`src/rtl/vga_frame_writer.sv`:
```
// VGA frame writer: Avalon-MM slave that buffers CPU-pushed RGB pixels in a
// small FIFO and streams them out with VGA timing, starting on a frame boundary.
module vga_frame_writer #(
  parameter int H_ACTIVE   = 640,
  parameter int H_FP       = 16,
  parameter int H_SYNC     = 96,
  parameter int H_BP       = 48,
  parameter int V_ACTIVE   = 480,
  parameter int V_FP       = 10,
  parameter int V_SYNC     = 2,
  parameter int V_BP       = 33,
  parameter int FIFO_DEPTH = 16
) (
  input  logic        clk,
  input  logic        reset,
  input  logic [31:0] writedata,
  input  logic        write,
  input  logic        chipselect,
  input  logic [7:0]  address,
  input  logic        read,
  output logic [31:0] readdata,
  output logic [7:0]  VGA_R,
  output logic [7:0]  VGA_G,
  output logic [7:0]  VGA_B,
  output logic        HSYNC,
  output logic        VSYNC
);

  localparam int H_TOTAL = H_ACTIVE + H_FP + H_SYNC + H_BP;
  localparam int V_TOTAL = V_ACTIVE + V_FP + V_SYNC + V_BP;
  localparam int HW      = $clog2(H_TOTAL);
  localparam int VW      = $clog2(V_TOTAL);
  localparam int AW      = $clog2(FIFO_DEPTH);

  localparam logic [HW-1:0] H_LAST    = HW'(H_TOTAL - 1);
  localparam logic [HW-1:0] H_ACT_END = HW'(H_ACTIVE);
  localparam logic [HW-1:0] H_SYNC_LO = HW'(H_ACTIVE + H_FP);
  localparam logic [HW-1:0] H_SYNC_HI = HW'(H_ACTIVE + H_FP + H_SYNC);
  localparam logic [VW-1:0] V_LAST    = VW'(V_TOTAL - 1);
  localparam logic [VW-1:0] V_ACT_END = VW'(V_ACTIVE);
  localparam logic [VW-1:0] V_SYNC_LO = VW'(V_ACTIVE + V_FP);
  localparam logic [VW-1:0] V_SYNC_HI = VW'(V_ACTIVE + V_FP + V_SYNC);
  localparam logic [AW:0]   FULL_CNT  = (AW + 1)'(FIFO_DEPTH);

  typedef enum logic [1:0] {DISABLED, WAIT_FRAME, STREAMING} state_t;

  state_t          state;
  logic            enable;
  logic            underflow;
  logic            overflow;
  logic [31:0]     frame_cnt;
  logic [HW-1:0]   h_cnt;
  logic [VW-1:0]   v_cnt;
  logic [AW-1:0]   wr_ptr;
  logic [AW-1:0]   rd_ptr;
  logic [AW:0]     count;
  logic [23:0]     mem [FIFO_DEPTH];

  logic h_last, v_last, at_origin, active, empty, full;
  logic wr_pix, wr_ctl, flush, stream_now, pop, starve, push_ok, push_drop;
  logic unused_bits;

  assign h_last    = (h_cnt == H_LAST);
  assign v_last    = (v_cnt == V_LAST);
  assign at_origin = (h_cnt == '0) && (v_cnt == '0);
  assign active    = (h_cnt < H_ACT_END) && (v_cnt < V_ACT_END);
  assign empty     = (count == '0);
  assign full      = (count == FULL_CNT);

  assign wr_pix = chipselect && write && (address == 8'd0);
  assign wr_ctl = chipselect && write && (address == 8'd1);
  assign flush  = wr_ctl && writedata[1];

  // A frame armed in WAIT_FRAME must already emit its first pixel at (0,0),
  // the same cycle the FSM moves to STREAMING.
  assign stream_now = (state == STREAMING) || ((state == WAIT_FRAME) && at_origin);
  assign pop        = stream_now && active && !empty && !flush;
  assign starve     = stream_now && active && empty && !flush;
  assign push_ok    = wr_pix && (!full || pop);
  assign push_drop  = wr_pix && full && !pop;

  // Low control bits beyond enable/flush carry no meaning for this block.
  assign unused_bits = ^writedata[7:2];

  // Free-running raster counters, independent of the streaming state.
  always_ff @(posedge clk) begin
    if (reset) begin
      h_cnt <= '0;
      v_cnt <= '0;
    end else if (h_last) begin
      h_cnt <= '0;
      v_cnt <= v_last ? '0 : v_cnt + 1'b1;
    end else begin
      h_cnt <= h_cnt + 1'b1;
    end
  end

  // Streaming FSM; a disable write wins over any pending transition.
  always_ff @(posedge clk) begin
    if (reset) begin
      state  <= DISABLED;
      enable <= 1'b0;
    end else begin
      if (wr_ctl) enable <= writedata[0];
      if (wr_ctl && !writedata[0]) begin
        state <= DISABLED;
      end else begin
        case (state)
          DISABLED:   if (wr_ctl) state <= WAIT_FRAME;
          WAIT_FRAME: if (at_origin) state <= STREAMING;
          STREAMING:  state <= STREAMING;
          default:    state <= DISABLED;
        endcase
      end
    end
  end

  // FIFO pointers and occupancy; flush resets them outright.
  always_ff @(posedge clk) begin
    if (reset || flush) begin
      wr_ptr <= '0;
      rd_ptr <= '0;
      count  <= '0;
    end else begin
      if (push_ok) wr_ptr <= wr_ptr + 1'b1;
      if (pop)     rd_ptr <= rd_ptr + 1'b1;
      count <= count + {{AW{1'b0}}, push_ok} - {{AW{1'b0}}, pop};
    end
  end

  // Pixel storage holds data only, so it needs no reset.
  always_ff @(posedge clk) begin
    if (push_ok) mem[wr_ptr] <= writedata[31:8];
  end

  // Sticky error flags, cleared together by reset or flush.
  always_ff @(posedge clk) begin
    if (reset || flush) begin
      underflow <= 1'b0;
      overflow  <= 1'b0;
    end else begin
      if (starve)    underflow <= 1'b1;
      if (push_drop) overflow  <= 1'b1;
    end
  end

  // Count completed frames while streaming.
  always_ff @(posedge clk) begin
    if (reset) begin
      frame_cnt <= '0;
    end else if ((state == STREAMING) && h_last && v_last) begin
      frame_cnt <= frame_cnt + 32'd1;
    end
  end

  // Registered VGA outputs, one clock behind the counters.
  always_ff @(posedge clk) begin
    if (reset) begin
      VGA_R <= 8'd0;
      VGA_G <= 8'd0;
      VGA_B <= 8'd0;
      HSYNC <= 1'b1;
      VSYNC <= 1'b1;
    end else begin
      HSYNC <= !((h_cnt >= H_SYNC_LO) && (h_cnt < H_SYNC_HI));
      VSYNC <= !((v_cnt >= V_SYNC_LO) && (v_cnt < V_SYNC_HI));
      if (pop) begin
        VGA_R <= mem[rd_ptr][23:16];
        VGA_G <= mem[rd_ptr][15:8];
        VGA_B <= mem[rd_ptr][7:0];
      end else begin
        VGA_R <= 8'd0;
        VGA_G <= 8'd0;
        VGA_B <= 8'd0;
      end
    end
  end

  // Combinational register read; zero when not addressed.
  always_comb begin
    readdata = 32'd0;
    if (chipselect && read) begin
      case (address)
        8'd0: readdata = {16'd0, 8'(count), 2'b00, (state == STREAMING),
                          overflow, underflow, empty, full, enable};
        8'd1: readdata = frame_cnt;
        default: readdata = 32'd0;
      endcase
    end
  end

endmodule
```
`config.mk`:
```
export PLATFORM = sky130hd
export DESIGN_NAME = vga_frame_writer
export DESIGN_NICKNAME = d
export VERILOG_FILES = /design/src/rtl/vga_frame_writer.sv
export SDC_FILE = /design/constraint.sdc
export NUM_CORES = 1
export LEC_CHECK = 0
export ABC_AREA = 0
export CAP_MARGIN = 10
export CORE_UTILIZATION = 56
export CTS_CLUSTER_DIAMETER = 200
export CTS_CLUSTER_SIZE = 30
export DETAILED_ROUTE_END_ITERATION = 10
export GPL_TIMING_DRIVEN = 0
export PLACE_DENSITY = 0.86
export SLEW_MARGIN = 30
export SYNTH_ARGS = -nofsm -noshare
export SYNTH_HDL_FRONTEND = slang
export SYNTH_SLANG_ARGS = --single-unit
```
`constraint.sdc`:
```
create_clock -name clk -period 5.55 [get_ports clk]
set_clock_uncertainty 0.2 [all_clocks]
set_input_delay 1.3875 -clock clk [delete_from_list [all_inputs] [get_ports clk]]
set_output_delay 1.3875 -clock clk [all_outputs]
set_load 0.05 [all_outputs]
```
==> impl_metrics.ini <==
[clock_tree]
cts_setup_buffers = 0
cts_root_buf = clkbuf_16
clk_latency_ns = 0.55
cts_buffers = 19
cts_buffer_depth = 3
cts_tree = built
h-tree-depth = 1
cts_sinks = 480
hold_buffers = 0
post_cts_resized = 18
clkSlewWorstSetupHoldPaths_ns = 0.12

[layout]
drive_above_1_share = 0.116
final_cells = 1806
finalNetCount = 1410
final_util = 0.646
syn_to_final_growth_pct = 13.7
n_antenna_cell = 0

[timing]
setup_ws_ns = 0.246
post-route-min-period_ns = 5.30
slew_viol_final = 0
hold_viol = 0
finalSetupTns_ns = 0
worst_pin_slew_ns = 0.970
max_slew_margin = 0.353
rsz0062_at_grt = no
fmax_ghz = 0.189
period_share = 0.956
setup_viol = 0

[drt]
num_vias = 11300
postRouteAntennaNets = 0
dr.pass1.iters = 6
detail_route.drc_violations = 0
wl_per_cell_um = 24.0
routed_via_density = 6.23
drt_iter0_drc = 1386
wl_um = 43400

[logic_synthesis]
syn_area_per_cell_sq_um = 15.9
netlist_area_sq_mm = 0.0190
synth.distinct_cells = 46
yosysTopAreaCell = edfxtp_1
synthesis.nets = 1266
synth_area_leaders = edfxtp_1 61%, dfxtp_1 10%, mux4_2 6.7%, mux2i_1 4.6%, a221oi_1 1.9%
synth_edf_count = 384
syn_inst = 1201
synth_most_common_cell = edfxtp_1
yosysTopAreaCellShare = 0.605
synthArstFlopShare = 0
synth_common_cells = 384 x edfxtp_1, 96 x dfxtp_1, 89 x nor2_1
ys_ff_latch = 480
synthFlopType = edfxtp_1
ys_seq_area_frac = 0.706
yosysWarningCount = 0

[global_routing]
antenna_found_initial = 1
track_usage = 0.249
grt_pass1_vias = 11100
grt_overflow_total = 0
grt_max_degree = 32
grt_pass1_wl_um = 65000

[setup_path]
crit_buf_inv = 3
cp-end-kind = output pin
crit_required_ns = 3.96
crit_chain = clkdlybuf4s50_1, or4_1, nor2_1, clkbuf_1, a22oi_1, nor2_1, dlygate4sd2_1
cpMostUsedCell = nor2_1
critPathTopFamily = buffers and inverters
critPathMaxFanout = 10
max_stage_delay_ns = 0.55
crit_path_top_delay_cell = or4_1
crit_type = input port to output pin
start_kind = input port
worstPathArrival_ns = 3.72

[floorplanning]
fp.dieArea_sq_mm = 0.0348
start_util = 0.568
core.rowCount = 67
fp.dieH_um = 186
die_x_um = 186
io_pins = 103
core_sq_mm = 0.0335

[hold_path]
holdCritPathClass = flip-flop to flip-flop

[placement]
gp_congestion = 0.897
io_buffers = 95
place_hpwl_um = 29000
place_ws_ns = -0.310
dp.cells = 1772

[power]
switchingPower_mw = 1.08
power_leakage_nw = 6.87
switching_share = 0.191
seq_power_share = 0.686
clockPowerShare = 0.298
max-vdd-ir-drop_mv = 0.239
comb_power_share = 0.015
internal-power_mw = 4.57
power_density_mw_per_mm2 = 261

[run]
cap_violations = 0

[outcome]
outcome = finished, final reports clean
==> cells by family (layout without fill, tap and decap cells) <==
kind of cell,after synthesis,in the layout,synth area share
XOR/XNOR,47,47,0.0216
multiplexers,146,146,0.114
flip-flops,480,480,0.706
buffers and inverters,91,248,0.0188
AO/OA/AOI/OAI,151,151,0.0542
adder cells (fa/ha/maj),20,20,0.0135
AND/OR/NAND/NOR,266,266,0.0713
==> flip-flops by register name, indices dropped and copies added (netlist names) <==
| name | cells |
|---|---|
| HSYNC | 1 |
| VGA_B | 8 |
| VGA_G | 8 |
| enable | 1 |
| frame_cnt | 32 |
| overflow | 1 |
| mem | 384 |
| v_cnt | 10 |
| underflow | 1 |
| state | 2 |
| rd_ptr | 4 |
| h_cnt | 10 |
| count | 5 |
| wr_ptr | 4 |
| VSYNC | 1 |
| VGA_R | 8 |
==> final cells by class <==
class                      count  area (sq um)
timing repair buffer         123          1380
clock buffer                  33           528
multi-input combinational    630          5370
tap                          448           561
clock inverter                 1          8.76
buffer                        62           255
sequential                   480         13500
fill                        2273         11900
inverter                      29           109
==> power by group through the flow <==
stage	registers (mW)	logic [mW]	clock network (mW)
6_report	3.88	0.0865	1.69
5_1_grt	3.88	0.0941	1.80
4_1_cts	3.88	0.0854	1.69
3_5_place_dp	3.96	0.0853	0
3_3_place_gp	3.96	0.0796	0
2_1_floorplan	3.96	0.0175	0
==> metrics by stage <==
step | cell area [sq um] | power [mW] | hold WS (ns)
after global routing | 21700 | 5.77 | 0.324
final | 21700 | 5.65 | 0.292
after floorplan | 19000 | 3.98 | 0.221
after CTS | 21700 | 5.65 | 0.294
after detailed placement | 21100 | 4.05 | 0.266
after global placement | 20600 | 4.04 | 0.254
==> metal layers <==
metal	vias to the layer above	global-route usage	share of wire
met5	-	0	0.00028
met3	83	0.0438	0.095
met1	5588	0.329	0.38
met4	2	0.0804	0.026
li1	4946	-	-
met2	633	0.420	0.50
==> final timing paths <==
kind	start	to	slack, ns	depth (start not counted)
worst max-delay path	address[5]	readdata[8]	0.25	7
worst min register to register	underflow$_SDFFE_PP0P_	underflow$_SDFFE_PP0P_	0.29	2
worst min-delay path	underflow$_SDFFE_PP0P_	underflow$_SDFFE_PP0P_	0.29	2
worst max register to register	h_cnt[0]$_SDFF_PP0_	count[4]$_SDFF_PP0_	1.67	17
==> worst reg2reg max path, cell delays in order (launching register included) <==
cell     delay [ns]
dfxtp_1        0.37
inv_1          0.08
ha_1           0.13
or4b_2         0.57
nor3_1         0.24
a41o_1         0.28
a31o_2         0.29
inv_1          0.16
ha_1           0.30
inv_1          0.04
ha_1           0.18
inv_1          0.07
fa_1           0.19
inv_1          0.05
a21oi_1        0.14
nor2_1         0.06
or3_1          0.34
a21oi_1        0.13
==> layout by cell type, fill, tap and decap left out, types with 4 or more instances in the layout <==
cell type | synthesis | layout
a21oi_1 | 34 | 34
a221oi_1 | 42 | 42
a22oi_1 | 32 | 32
and2_1 | 25 | 25
and3_1 | 6 | 6
and4_1 | 10 | 10
buf_16 | 0 | 12
buf_2 | 7 | 8
buf_4 | 0 | 14
clkbuf_1 | 50 | 60
clkbuf_16 | 0 | 19
clkbuf_2 | 0 | 14
clkdlybuf4s50_1 | 0 | 67
dfxtp_1 | 96 | 96
dlygate4sd2_1 | 0 | 7
dlymetal6s2s_1 | 0 | 11
edfxtp_1 | 384 | 384
ha_1 | 19 | 19
inv_1 | 29 | 29
mux2i_1 | 88 | 88
mux4_2 | 57 | 57
nand2_1 | 36 | 36
nand2b_1 | 4 | 4
nand3_1 | 25 | 25
nand4_1 | 17 | 17
nor2_1 | 89 | 76
nor2_4 | 0 | 12
nor2b_1 | 5 | 5
nor3_1 | 17 | 13
nor3_2 | 0 | 4
nor4_1 | 11 | 8
o21ai_0 | 29 | 29
or3_1 | 8 | 8
or4_1 | 4 | 4
xnor2_1 | 15 | 15
xor2_1 | 32 | 32
No activity file was read; power rests on OpenSTA's default activity.
